==> config.mk <==
export PLATFORM = sky130hd
export DESIGN_NAME = regfile_mp
export DESIGN_NICKNAME = d
export VERILOG_FILES = /design/src/rtl/regfile_pkg.sv /design/src/rtl/regfile_mp_scoreboard.sv /design/src/rtl/regfile_mp.sv
export SDC_FILE = /design/constraint.sdc
export NUM_CORES = 1
export LEC_CHECK = 0
export ABC_AREA = 1
export BUFFER_PORTS_ARGS = -buffer_cell sky130_fd_sc_hd__buf_4
export CORE_UTILIZATION = 25
export DETAILED_ROUTE_END_ITERATION = 10
export PLACE_DENSITY_LB_ADDON = 0.2
export RECOVER_POWER = 50
export SLEW_MARGIN = 20
export SYNTH_ARGS = -nofsm -noshare
export SYNTH_HDL_FRONTEND = slang
export SYNTH_SLANG_ARGS = --single-unit
==> constraint.sdc <==
create_clock -name clk -period 3.6 [get_ports clk]
set_input_delay 0.54 -clock clk [delete_from_list [all_inputs] [get_ports clk]]
set_output_delay 0.54 -clock clk [all_outputs]
set_load 0.05 [all_outputs]
==> src/rtl/regfile_pkg.sv <==
// Shared definitions for the multi-port register file: width helper,
// default PC constants and the read-port slice helper.
package regfile_pkg;

  // Default PC advance per pc_inc cycle and ARM-style pipeline read offset.
  localparam int unsigned DEF_PC_STEP   = 4;
  localparam int unsigned DEF_PC_RD_OFS = 8;

  // Ceiling log2, used to size register addresses from NREGS.
  function automatic int clog2(input int unsigned n);
    int r;
    r = 0;
    while ((1 << r) < n) r++;
    return r;
  endfunction

  // Bit offset of read port idx within a packed bus of w-bit fields.
  function automatic int port_lsb(input int idx, input int w);
    return idx * w;
  endfunction

endpackage

==> src/rtl/regfile_mp_scoreboard.sv <==
// Pending-write scoreboard: one busy bit per register, set by an accepted
// reservation and cleared by a write to that register.
module rf_scoreboard
  import regfile_pkg::*;
#(
  parameter int NREGS = 16,
  parameter int AW    = 4
) (
  input  logic             clk,
  input  logic             rst_n,
  input  logic             wr_en,
  input  logic [AW-1:0]    wr_addr,
  input  logic             rsv_en,
  input  logic [AW-1:0]    rsv_addr,
  output logic             rsv_ready,
  output logic [NREGS-1:0] busy_vec
);

  logic [NREGS-1:0] busy_nxt;

  // A reservation is only accepted when the register is idle; the ready flag
  // deliberately ignores a same-cycle write so a clear is never bypassed.
  assign rsv_ready = ~busy_vec[rsv_addr];

  // Next busy state: clear on write first, then set on accepted reservation
  // so a simultaneous write+reserve to one register leaves it pending.
  always_comb begin
    busy_nxt = busy_vec;
    if (wr_en)
      busy_nxt[wr_addr] = 1'b0;
    if (rsv_en && rsv_ready)
      busy_nxt[rsv_addr] = 1'b1;
  end

  // Busy register, cleared immediately on reset.
  always_ff @(posedge clk or negedge rst_n) begin
    if (!rst_n)
      busy_vec <= '0;
    else
      busy_vec <= busy_nxt;
  end

endmodule

==> src/rtl/regfile_mp.sv <==
// Parametrised multi-port register file with write-to-read bypass, a
// program-counter register with auto-increment and read offset, and a
// pending-write scoreboard.
module regfile_mp
  import regfile_pkg::*;
#(
  parameter int          DATA_W    = 32,
  parameter int          NREGS     = 16,
  parameter int          N_RD      = 2,
  parameter int          PC_IDX    = NREGS - 1,
  parameter int unsigned RESET_PC  = 0,
  parameter int unsigned PC_STEP   = DEF_PC_STEP,
  parameter int unsigned PC_RD_OFS = DEF_PC_RD_OFS,
  parameter bit          BYPASS    = 1'b1,
  localparam int         AW        = clog2(NREGS)
) (
  input  logic                     clk,
  input  logic                     rst_n,
  input  logic [N_RD*AW-1:0]       rd_addr,
  output logic [N_RD*DATA_W-1:0]   rd_data,
  output logic [N_RD-1:0]          rd_busy,
  input  logic                     wr_en,
  input  logic [AW-1:0]            wr_addr,
  input  logic [DATA_W-1:0]        wr_data,
  input  logic                     pc_inc,
  output logic [DATA_W-1:0]        pc_out,
  input  logic                     rsv_en,
  input  logic [AW-1:0]            rsv_addr,
  output logic                     rsv_ready,
  output logic [NREGS-1:0]         busy_vec
);

  localparam logic [AW-1:0]     PC_A    = AW'(PC_IDX);
  localparam logic [DATA_W-1:0] PC_RST  = DATA_W'(RESET_PC);
  localparam logic [DATA_W-1:0] PC_INCR = DATA_W'(PC_STEP);
  localparam logic [DATA_W-1:0] PC_OFS  = DATA_W'(PC_RD_OFS);

  logic [DATA_W-1:0] regs [NREGS];
  logic              pc_wr;

  // A direct write to the PC outranks auto-increment.
  assign pc_wr  = wr_en && (wr_addr == PC_A);
  assign pc_out = regs[PC_IDX];

  // Register storage and PC update; reset clears everything but the PC.
  always_ff @(posedge clk or negedge rst_n) begin
    if (!rst_n) begin
      for (int r = 0; r < NREGS; r++)
        regs[r] <= (r == PC_IDX) ? PC_RST : '0;
    end else begin
      if (wr_en)
        regs[wr_addr] <= wr_data;
      if (pc_inc && !pc_wr)
        regs[PC_IDX] <= regs[PC_IDX] + PC_INCR;
    end
  end

  // Combinational read ports with optional same-cycle write forwarding and
  // the PC read offset applied after forwarding.
  always_comb begin
    logic [AW-1:0]     a;
    logic [DATA_W-1:0] v;
    rd_data = '0;
    rd_busy = '0;
    for (int p = 0; p < N_RD; p++) begin
      a = rd_addr[port_lsb(p, AW) +: AW];
      v = regs[a];
      if (BYPASS && wr_en && (wr_addr == a))
        v = wr_data;
      if (a == PC_A)
        v = v + PC_OFS;
      rd_data[port_lsb(p, DATA_W) +: DATA_W] = v;
      rd_busy[p] = busy_vec[a];
    end
  end

  rf_scoreboard #(
    .NREGS (NREGS),
    .AW    (AW)
  ) u_sb (
    .clk       (clk),
    .rst_n     (rst_n),
    .wr_en     (wr_en),
    .wr_addr   (wr_addr),
    .rsv_en    (rsv_en),
    .rsv_addr  (rsv_addr),
    .rsv_ready (rsv_ready),
    .busy_vec  (busy_vec)
  );

endmodule

==> run_results.csv <==
group,metric,value,unit
timing,rsz0062_at_grt,"yes",
critical_path,critPathMaxFanout,3,
logic_synthesis,synth_edf_count,0,
timing,worst_pin_slew,2.38,ns
floorplanning,start_util,25.2,%
floorplanning,fp.dieW,371,um
layout,nets,5488,
logic_synthesis,yosysSeqAreaShare,38.7,%
grt,grt_pass1_wl,244000,um
layout,finalNonFillerCells,7264,
critical_path,critical_path_arrival,3.09,ns
cts,clk_latency,0.63,ns
layout,drive_gt1_share,20.8,%
run_status,violations,"max-capacitance violations, max-slew violations, negative setup slack",
logic_synthesis,syn-num-nets,5073,
critical_path,endpoint_kind,"output pin",
timing,layout_min_cycle_time,3.63,ns
pwr,switching_share,38.4,%
critical_path,crit_type,"flip-flop to output pin",
cts,cts_tree,"yes",
pwr,power_density,512,nW/um^2
pwr,p_switching,8.65,mW
route,vias_per_cell,5.09,
timing,setup_tns,-0.0869,ns
grt,grt.total_usage,24.2,%
route,ant_nets,0,
logic_synthesis,ys_ff_latch,528,
worst_hold_path,worstHoldStart,"wr_data[2]",
critical_path,start_kind,"flip-flop",
timing,setup_viol,4,
route,wirelength,171000,um
timing,min_period_over_period,101,%
run_status,status,"finished with violations",
layout,mostFrequentLayoutCell,"nand2_1",
timing,fmax,275,MHz
layout,design_area,44000,um^2
layout,fill_cells,14703,
critical_path,r2r-start,"pc_out[3]",
route,wire_per_inst,23.5,um
logic_synthesis,synthesis.area,34100,um^2
logic_synthesis,asyncSetResetFlopFracSynth,100,%
logic_synthesis,synth_cell_types,50,
floorplanning,dieArea,138000,um^2
timing,slew_headroom,-58.6,%
pwr,intPower,13.9,mW
cts,path_clk_slew,0.06,ns
place,io_buffers,167,
place,gp_congestion,0.957,
logic_synthesis,synth.largest_area_cell,"dfrtp_1",
place,dpl_cell_area,40000,um^2
grt,grt_pass1_vias,33784,
cts,h-tree-depth,3,
cts,cts_buffers,67,
logic_synthesis,synth_area_leaders,"dfrtp_1 39%, nand2_1 16%, o21ai_0 12%, inv_1 5.1%, nand3_1 4.8%",
timing,hold_violations,0,
timing,maxSlewViolCount,159,
logic_synthesis,synth_cells,5017,
timing,finClkSkew,0.00845,ns
grt,grt_max_degree,78,
place,hpwlAfterDp,122000,um
layout,mostFrequentLayoutCells,"1398 x nand2_1, 774 x o21ai_0, 557 x buf_4",
timing,setup_ws,-0.0325,ns
pwr,p_leak,20.2,nW
floorplanning,ios,168,
critical_path,crit_path_start,"regs[355]",
layout,fin_util,32.5,%
run,drv_cap,6,
floorplanning,fp.dieH,371,um
logic_synthesis,synth_top_area_share,38.7,%
grt,grt_remaining_overflow,0,
pwr,p_seq_share,35.8,%
place,dpl.cell_count,7078,
pwr,ir_drop,0.000286,V
pwr,power.combinational.fraction,33.7,%
route,via_count,36945,
worst_hold_path,hp-class,"input port to flip-flop",
floorplanning,core,135000,um^2
logic_synthesis,synth_ff_type,"dfrtp_1",
route,firstDrtPassIters,6,
critical_path,worstPathRequired,3.06,ns
logic_synthesis,post_synth.cell_area_avg,6.80,um^2
floorplanning,row_count,135,
cts,root_buffer,"clkbuf_16",
layout,area_delta_synth_final,29.1,%
cts,clkSinkCount,528,
pwr,p_clk_share,30.6,%
route,drtIter0Drc,4066,
place,dp_worst_setup_slack,-0.347,ns
cts,cts_buffer_depth,3,
grt,antenna_found_initial,7,
logic_synthesis,ys_warn_count,0,
route,drc,0,
[area by class of cell]
class	instances	area [um^2]	share of cell area, %
Multi-Input combinational cell	3615	17800	40.5
Sequential cell	528	13200	30.0
Timing Repair Buffer	729	6690	15.2
Tap cell	1781	2230	5.06
Clock buffer	101	1960	4.44
Inverter	491	1900	4.30
Clock inverter	18	210	0.477
Antenna cell	1	2.50	0.00568
[timing repair]
action,4_1_cts,5_1_grt
cloned,1,5
resized for setup,135,281
hold buffers,1,0
setup endpoints to repair,50,52
hold endpoints to repair,41,0
setup buffers,17,46
pin swaps,40,107
[worst paths after layout]
check                               to  slack (ns)  cells after the start
min reg2reg                  regs[480]        0.50                      2
max reg2reg                 pc_out[30]        0.68                     13
min in group asynchronous    regs[348]        1.14                      2
max                        rd_data[27]       -0.03                     18
min                          regs[226]        0.21                      3
max in group asynchronous   pc_out[10]        0.36                      3
[power groups by stage]
stage | Clock, mW | Combinational [mW] | Sequential [mW]
floorplan | 0 | 4.12 | 8.06
global placement | 0 | 6.98 | 8.12
detailed placement | 0 | 7.03 | 8.13
CTS | 7.02 | 7.23 | 8.04
global route | 7.24 | 8.29 | 8.20
finish | 6.89 | 7.59 | 8.06
[synth_stat cells, types with 19 or more instances]
library cell     n
inv_1          465
nand3_1        330
o21ai_1         20
buf_6           42
a21oi_1        209
buf_4           76
nor2_2          34
o21bai_1        19
buf_1           24
o211ai_1       172
clkbuf_1       140
nand4_1         21
nand2_1       1464
buf_2          101
o21ai_0        801
nor2_1         378
dfrtp_1        528
a22oi_1         20
[layer usage]
layer | part of all wire (%) | global-route usage [%] | up-vias
met5 | 0 | 0 | -
met4 | 3.4 | 7.74 | 0
met2 | 44 | 37.4 | 1557
met3 | 7.8 | 4.12 | 251
li1 | - | - | 17190
met1 | 45 | 33.9 | 17947
[cell families after synthesis]
kind of cell	synth area share, %
AND/OR/NAND/NOR	27.9
AO/OA/AOI/OAI	21.0
buffers and inverters	11.8
flip-flops	38.7
XOR/XNOR	0.488
adder cells (fa/ha/maj)	0.110
[flip-flops by register name, summed over array words and instances, names as in the netlist]
signal / flops
pc_out: 32
u_sb.busy_vec: 16
regs: 480
[critical path: stages (launching register included)]
cell and delay (ns):
dfrtp_1 0.43, nor2_1 0.06, nor2_1 0.10, nand2_1 0.05, nand3_1 0.06, nand2_1 0.05, nor2_1 0.11, buf_4 0.15
nor2_4 0.05, nor2_4 0.11, ha_4 0.15, nand3_1 0.09, nor2_2 0.13, nand3_2 0.17, nor2_4 0.17, nand3_1 0.16
nor2_1 0.21, nor2_4 0.07, buf_6 0.15
[stage by stage]
stage	hold slack, ns	power, mW
2_1_floorplan	0.244	12.2
3_3_place_gp	0.479	15.1
3_5_place_dp	0.487	15.2
4_1_cts	0.183	22.3
5_1_grt	0.212	23.7
6_report	0.210	22.5
No activity file was read; power rests on OpenSTA's default activity.
